`src/rtl/mv_pair_fifo.sv`:
```
// Motion-vector pair FIFO between the MV generator and the fractional interpolation datapath.
// Latency: a push is visible at the first-word fall-through head one cycle later; a pop advances the head on the same edge.
// Backpressure: FULL/EMPTY are status only. A push while full is dropped and sets OVERFLOW. A pop while empty is ignored and sets UNDERFLOW.
//
// Ports:
//   CLK, RST_ASYNC_N        clock (rising edge); asynchronous active-low reset
//   FLUSH                   synchronous clear of pointers, count and error flags
//   PUSH, MV_X_IN, MV_Y_IN  write one signed (X, Y) pair, optionally saturated
//   POP                     discard the head entry
//   MV_X_OUT, MV_Y_OUT      head entry; forced to 0 while EMPTY
//   EMPTY, FULL, COUNT      occupancy status, all derived from the count register
//   OVERFLOW, UNDERFLOW     sticky error flags, cleared by FLUSH or reset
module mv_pair_fifo #(
  parameter int MV_WIDTH = 19,
  parameter int DEPTH    = 4,
  parameter int SAT_EN   = 0,
  parameter int MV_LIMIT = 2**(MV_WIDTH-1)-1
) (
  input  logic                              CLK,
  input  logic                              RST_ASYNC_N,
  input  logic                              FLUSH,
  input  logic                              PUSH,
  input  logic signed [MV_WIDTH-1:0]        MV_X_IN,
  input  logic signed [MV_WIDTH-1:0]        MV_Y_IN,
  input  logic                              POP,
  output logic signed [MV_WIDTH-1:0]        MV_X_OUT,
  output logic signed [MV_WIDTH-1:0]        MV_Y_OUT,
  output logic                              EMPTY,
  output logic                              FULL,
  output logic        [$clog2(DEPTH):0]     COUNT,
  output logic                              OVERFLOW,
  output logic                              UNDERFLOW
);

  localparam int PW = $clog2(DEPTH);
  localparam int CW = PW + 1;

  typedef logic signed [MV_WIDTH-1:0] mv_t;

  typedef struct packed {
    mv_t x;
    mv_t y;
  } pair_t;

  localparam mv_t LIM_POS = mv_t'(MV_LIMIT);
  localparam mv_t LIM_NEG = mv_t'(-MV_LIMIT);

  // Clamp is a signed compare at full component width, so negative inputs
  // can never be mistaken for large positive ones.
  function automatic mv_t clamp(input mv_t v);
    mv_t r;
    r = v;
    if (SAT_EN != 0) begin
      if (v > LIM_POS) begin
        r = LIM_POS;
      end else if (v < LIM_NEG) begin
        r = LIM_NEG;
      end
    end
    return r;
  endfunction

  pair_t          mem_q [DEPTH];
  pair_t          mem_d [DEPTH];
  logic [PW-1:0]  wr_ptr_q, wr_ptr_d;
  logic [PW-1:0]  rd_ptr_q, rd_ptr_d;
  logic [CW-1:0]  count_q, count_d;
  logic           overflow_q, overflow_d;
  logic           underflow_q, underflow_d;

  logic           empty;
  logic           full;
  logic           push_ok;
  logic           pop_ok;

  assign empty = (count_q == '0);
  assign full  = (count_q == CW'(DEPTH));

  // A full FIFO is never empty, so a pop in the same cycle always frees the
  // slot the push is about to take.
  assign pop_ok  = POP && !empty;
  assign push_ok = PUSH && (!full || POP);

  always_comb begin
    mem_d       = mem_q;
    wr_ptr_d    = wr_ptr_q;
    rd_ptr_d    = rd_ptr_q;
    count_d     = count_q;
    overflow_d  = overflow_q;
    underflow_d = underflow_q;

    if (FLUSH) begin
      wr_ptr_d    = '0;
      rd_ptr_d    = '0;
      count_d     = '0;
      overflow_d  = 1'b0;
      underflow_d = 1'b0;
    end else begin
      if (push_ok) begin
        mem_d[wr_ptr_q] = '{x: clamp(MV_X_IN), y: clamp(MV_Y_IN)};
        wr_ptr_d        = wr_ptr_q + PW'(1);
      end
      if (pop_ok) begin
        rd_ptr_d = rd_ptr_q + PW'(1);
      end
      if (PUSH && full && !POP) begin
        overflow_d = 1'b1;
      end
      if (POP && empty) begin
        underflow_d = 1'b1;
      end
      case ({push_ok, pop_ok})
        2'b10:   count_d = count_q + CW'(1);
        2'b01:   count_d = count_q - CW'(1);
        default: count_d = count_q;
      endcase
    end
  end

  always_ff @(posedge CLK or negedge RST_ASYNC_N) begin
    if (!RST_ASYNC_N) begin
      for (int i = 0; i < DEPTH; i++) begin
        mem_q[i] <= '0;
      end
      wr_ptr_q    <= '0;
      rd_ptr_q    <= '0;
      count_q     <= '0;
      overflow_q  <= 1'b0;
      underflow_q <= 1'b0;
    end else begin
      mem_q       <= mem_d;
      wr_ptr_q    <= wr_ptr_d;
      rd_ptr_q    <= rd_ptr_d;
      count_q     <= count_d;
      overflow_q  <= overflow_d;
      underflow_q <= underflow_d;
    end
  end

  // Head comes straight from registers; stale slots are masked while empty.
  assign MV_X_OUT  = empty ? '0 : mem_q[rd_ptr_q].x;
  assign MV_Y_OUT  = empty ? '0 : mem_q[rd_ptr_q].y;
  assign EMPTY     = empty;
  assign FULL      = full;
  assign COUNT     = count_q;
  assign OVERFLOW  = overflow_q;
  assign UNDERFLOW = underflow_q;

endmodule
```
`config.mk`:
```
export PLATFORM = sky130hd
export DESIGN_NAME = mv_pair_fifo
export DESIGN_NICKNAME = d
export VERILOG_FILES = /design/src/rtl/mv_pair_fifo.sv
export SDC_FILE = /design/constraint.sdc
export NUM_CORES = 1
export LEC_CHECK = 0
export CORE_UTILIZATION = 68
export DETAILED_ROUTE_END_ITERATION = 6
export DONT_BUFFER_PORTS = 1
export PLACE_DENSITY = 0.84
export SLEW_MARGIN = 20
export SYNTH_ARGS = -nofsm -noshare
export SYNTH_HDL_FRONTEND = slang
export SYNTH_SLANG_ARGS = --single-unit
```
`constraint.sdc`:
```
create_clock -name CLK -period 4 [get_ports CLK]
set_clock_uncertainty 0.15 [all_clocks]
set_input_delay 0.4 -clock CLK [delete_from_list [all_inputs] [get_ports CLK]]
set_output_delay 0.4 -clock CLK [all_outputs]
set_load 0.03 [all_outputs]
```
==> results of run 1 <==
[cell families after synthesis]
logic type / synth area share (%)
mux: 36.3
flops: 52.2
fa+ha+maj: 0.907
xor+xnor: 0.227
buf+inv: 3.22
simple gates: 5.70
compound gates: 1.49
[cells in the mapped netlist (2+ instances only)]
master    number
nor2_1         5
nand2b_1       2
buf_2         10
a31oi_1        3
mux2_2        92
nor4b_2        4
xor2_1         2
dfrtp_1      161
buf_4          3
mux2_4        60
clkbuf_1      10
inv_1          5
ha_1           4
or3_1          2
mux4_2        38
a21oi_1        5
buf_6         10
nor2b_1       39
nand2_1        2
o21ai_0        4
[placed cells by master (no fill, tap or decap), types with 2 or more instances in the layout]
cell type and instances:
nand2_1 2, a21oi_1 5, clkbuf_16 17, nor4b_4 5, nand2b_1 2, clkbuf_1 3
o21ai_0 4, mux2_4 60, inv_1 5, nor2b_1 39, dfrtp_2 2, nor2_1 5
or3_1 2, dlygate4sd3_1 41, bufinv_16 5, mux4_2 38, clkbuf_8 2, mux2_2 92
ha_1 4, diode_2 2, buf_4 13, dfrtp_1 159, a31oi_1 3, xor2_1 2
clkinv_2 3
[critical path: stages, from the launching register on]
cell and delay, ns:
dfrtp_2 1.09, mux4_2 0.37, nor2b_1 0.56
[area by class of cell]
class	count	share of cell area [%]
inverters	6	0.254
repair buffers	54	5.72
multi-input cells	279	39.3
flip-flops and latches	161	45.4
well taps	140	1.97
clock inverters	10	2.04
clock buffers	22	5.23
diodes	2	0.0564
[final timing paths]
| path | start | end | slack (ns) | cells past startpoint |
|---|---|---|---|---|
| setup / recovery | rd_ptr_q[1] | MV_Y_OUT[17] | 0.98 | 2 |
| hold / removal | RST_ASYNC_N | mem_q[100] | -0.49 | 0 |
| setup reg to reg | COUNT[0] | COUNT[2] | 1.29 | 6 |
| hold reg to reg | mem_q[134] | mem_q[134] | 0.35 | 1 |
| max in group asynchronous | RST_ASYNC_N | wr_ptr_q[1] | 4.01 | 0 |
| min in group CLK | POP | COUNT[0] | 0.06 | 3 |
[registers in the layout, indices dropped and copies added (netlist names)]
| signal | count |
|---|---|
| UNDERFLOW | 1 |
| rd_ptr_q | 2 |
| OVERFLOW | 1 |
| wr_ptr_q | 2 |
| COUNT | 3 |
| mem_q | 152 |
[power breakdown]
| part | leakage (nW) | switching [W] | internal, W |
|---|---|---|---|
| logic | 1.45 | 0.000460 | 0.000697 |
| clock network | 0.314 | 0.000625 | 0.00114 |
| registers | 2.03 | 0.000264 | 0.00205 |
[metrics by stage]
| stage | hold WS (ns) | util (%) |
|---|---|---|
| 6_report | -0.488 | 81.2 |
| 2_1_floorplan | -0.0456 | - |
| 3_5_place_dp | -0.0424 | 71.5 |
| 4_1_cts | -0.503 | 81.1 |
| 3_3_place_gp | -0.0421 | 71.5 |
| 5_1_grt | -0.513 | 81.2 |
[per-layer routing]
| layer | global-route usage, % | up-vias | wire, um |
|---|---|---|---|
| met2 | 50.0 | 89 | 7980 |
| met5 | 0 | - | 0 |
| met1 | 35.6 | 2273 | 6570 |
| met4 | 7.63 | 0 | 153 |
| met3 | 10.0 | 19 | 748 |
| li1 | - | 1836 | - |
==> impl_metrics.env, run 1 <==
export IMPL_synth_warnings=0
export IMPL_rsz0062_at_grt="false"
export IMPL_cts_sinks=161
export IMPL_maxCapViolations=0
export IMPL_drc=0
export IMPL_post_route_period_util_pct=75.6
export IMPL_core_area_mm2=0.0109
export IMPL_dpl_instance_area_mm2=0.00781
export IMPL_die_area_mm2=0.0118
export IMPL_slew_headroom_pct=26.7
export IMPL_die_width_um=109
export IMPL_place_hpwl_um=9100
export IMPL_cp_max_fo=39
export IMPL_crit_required_ns=3.45
export IMPL_crit_type="flip-flop to output pin"
export IMPL_hold_worst_slack_ns=-0.488
export IMPL_tritoncts="done"
export IMPL_areaGrowthSynthToFinish_pct=14.9
export IMPL_port_buffer_count=0
export IMPL_seq_area_frac_synth_pct=52.2
export IMPL_clk_pin_slew_ns=0.06
export IMPL_io_pins=88
export IMPL_wl_per_cell_um=22.9
export IMPL_row_count=38
export IMPL_clock_fmax_mhz=331
export IMPL_num_vias=4217
export IMPL_worst_pin_slew_ns=1.10
export IMPL_grt_pass1_wl_um=24900
export IMPL_nNetsFinal=567
export IMPL_tns_ns=0
export IMPL_setup_violations=0
export IMPL_place_gp_congestion=0.726
export IMPL_critPathArrivalTime_ns=2.47
export IMPL_cts_path_max_buffers=2
export IMPL_vias_per_cell=6.26
export IMPL_first_pass_iters=4
export IMPL_setup_slack_ns=0.975
export IMPL_drive_above_1_share_pct=45.5
export IMPL_worstSetupStartpointType="flip-flop"
export IMPL_ys_dominant_reg_cell="dfrtp_1"
export IMPL_synth_top_cell_area_share_pct=52.2
export IMPL_cts_resized=0
export IMPL_hold_buffers=41
export IMPL_critPathCaptureType="output pin"
export IMPL_syn_nets=528
export IMPL_synth_area_mm2=0.00772
export IMPL_period_needed_ns=3.02
export IMPL_final_cells=674
export IMPL_ys_ff_latch=161
export IMPL_htreeDepth=4
export IMPL_grt_max_degree=162
export IMPL_synth_edf_count=0
export IMPL_cts_buffers=17
export IMPL_synth_cells=480
export IMPL_clkLatencyLatePin_ns=0.42
export IMPL_seqCellArea_mm2=0.00403
export IMPL_ir_drop_mv=0.581
export IMPL_die_h_um=109
export IMPL_initial_core_util_pct=70.6
export IMPL_pre_cts_slack_ns=1.34
export IMPL_ys_async_sr_fraction_pct=100
export IMPL_netlist_cell_type_count=39
export IMPL_drv_slew=0
export IMPL_grt_usage_pct=29.2
export IMPL_post_cts_repair_setup_buffers=0
export IMPL_total_power_w=0.00523
export IMPL_overflow=0
export IMPL_antenna_left=0
export IMPL_drt_initial_drc_count=257
export IMPL_finalHoldViolations=161
export IMPL_yosys_area_top_type="dfrtp_1"
export IMPL_cellPowerDensity_mw_per_mm2=589
export IMPL_synth_avg_cell_area_um2=16.1
export IMPL_multiInputGateArea_mm2=0.00349
export IMPL_grt_pass1_vias=4715
export IMPL_violations="hold timing"
export IMPL_fill_cells=560
export IMPL_dpl_cell_count=599
export IMPL_leakage_nw=3.79
export IMPL_synth_area_top_cells="dfrtp_1, mux2_2, mux2_4"
export IMPL_root_buffer="clkbuf_16"
export IMPL_hold_class="input pin to async pin"
export IMPL_drt_wl_total_um=15500
export IMPL_final_area_mm2=0.00888
export IMPL_status="complete, but fails checks"
export IMPL_antenna_found_initial=2
Note: power is estimated with default switching activity, not from simulation.
==> inputs of run 2 (changes only) <==
- CORE_UTILIZATION: 68 -> 64
- PLACE_DENSITY: 0.84 -> 0.8
- clock period: 4 -> 2.9 ns (I/O delays scaled with it)
==> impl_metrics.env, run 2 (synthesis results as in run 1) <==
export IMPL_hold_worst_slack_ns=-0.578
export IMPL_initial_core_util_pct=66.5
export IMPL_port_buffer_count=0
export IMPL_htreeDepth=4
export IMPL_first_pass_iters=7
export IMPL_cts_path_max_buffers=2
export IMPL_tritoncts="done"
export IMPL_fill_cells=676
export IMPL_cellPowerDensity_mw_per_mm2=770
export IMPL_dpl_instance_area_mm2=0.00793
export IMPL_grt_pass1_vias=4763
export IMPL_wl_per_cell_um=22.1
export IMPL_die_h_um=112
export IMPL_status="complete, but fails checks"
export IMPL_total_power_w=0.00684
export IMPL_mostFrequentLayoutCells="dfrtp_1, mux2_2, mux2_4"
export IMPL_final_area_mm2=0.00888
export IMPL_antennaDiodeCount=0
export IMPL_die_area_mm2=0.0125
export IMPL_hold_buffers=41
export IMPL_worstSetupStartpointType="flip-flop"
export IMPL_cts_buffers=17
export IMPL_vias_per_cell=6.27
export IMPL_maxCapViolations=0
export IMPL_num_vias=4278
export IMPL_leakage_nw=3.80
export IMPL_drt_initial_drc_count=257
export IMPL_drv_slew=0
export IMPL_violations="DRC, hold timing"
export IMPL_critPathArrivalTime_ns=2.29
export IMPL_grt_usage_pct=26.5
export IMPL_post_route_period_util_pct=94.1
export IMPL_cts_resized=0
export IMPL_antenna_found_initial=0
export IMPL_hold_class="input pin to async pin"
export IMPL_final_cells=682
export IMPL_grt_pass1_wl_um=25100
export IMPL_io_pins=88
export IMPL_post_cts_repair_setup_buffers=0
export IMPL_cts_sinks=161
export IMPL_place_gp_congestion=0.724
export IMPL_grt_max_degree=162
export IMPL_period_needed_ns=2.73
export IMPL_clock_fmax_mhz=367
export IMPL_row_count=39
export IMPL_tns_ns=0
export IMPL_die_width_um=112
export IMPL_regMostFlops="mem_q"
export IMPL_ir_drop_mv=0.497
export IMPL_rsz0062_at_grt="false"
export IMPL_slew_headroom_pct=44.7
export IMPL_drc=5
export IMPL_crit_required_ns=2.46
export IMPL_overflow=0
export IMPL_drive_above_1_share_pct=46.0
export IMPL_core_area_mm2=0.0116
export IMPL_clk_pin_slew_ns=0.06
export IMPL_finalHoldViolations=161
export IMPL_place_hpwl_um=9030
export IMPL_areaGrowthSynthToFinish_pct=14.9
export IMPL_largest_reg_flops=152
export IMPL_cp_max_fo=16
export IMPL_layout_commonest_cell="dfrtp_1"
export IMPL_crit_type="flip-flop to output pin"
export IMPL_antenna_left=0
export IMPL_dpl_cell_count=611
export IMPL_clkLatencyLatePin_ns=0.42
export IMPL_drt_wl_total_um=15100
export IMPL_worst_pin_slew_ns=0.826
export IMPL_critPathCaptureType="output pin"
export IMPL_setup_violations=0
export IMPL_nNetsFinal=576
export IMPL_root_buffer="clkbuf_16"
## run 2: final timing paths
check                                    to  slack, ns  cells after the start   startpoint
worst min-delay path             mem_q[100]      -0.58                      0  RST_ASYNC_N
max in group asynchronous         mem_q[39]       2.97                      0  RST_ASYNC_N
worst min register to register    mem_q[39]       0.35                      1    mem_q[39]
min in group CLK                   COUNT[0]       0.02                      3         PUSH
worst max register to register   mem_q[115]       0.50                      5  wr_ptr_q[0]
worst max-delay path            MV_Y_OUT[9]       0.17                      3  rd_ptr_q[0]
## run 2: power breakdown
group / switching [W] / internal (W)
Clock: 0.000822 / 0.00123
Sequential: 0.000322 / 0.00282
Combinational: 0.000653 / 0.000989
## run 2: worst max-delay path: stages, from the launching register on
cell and delay [ns]:
dfrtp_2 0.76, buf_4 0.32, mux4_2 0.52, nor2b_1 0.25
## run 2: final cells by class
cell class | instances | area (um^2) | share of cell area [%]
Sequential cell | 161 | 4030 | 45.4
Clock buffer | 23 | 478 | 5.38
Timing Repair Buffer | 63 | 613 | 6.91
Tap cell | 143 | 179 | 2.02
Clock inverter | 7 | 60.1 | 0.677
Inverter | 6 | 22.5 | 0.254
Multi-Input combinational cell | 279 | 3490 | 39.4
## run 2: stage by stage
step | setup WS [ns] | utilization [%]
floorplan | 0.127 | -
global placement | 0.553 | 68.3
detailed placement | 0.509 | 68.3
CTS | 0.130 | 76.4
global route | 0.0350 | 76.4
finish | 0.173 | 76.4
## run 2: routing by layer
layer,routed length (um),global-route usage [%],share of wire [%]
met1,6370,34.3,42
met2,7770,43.4,52
met3,735,6.64,4.9
met4,199,10.5,1.3
met5,0,0,0
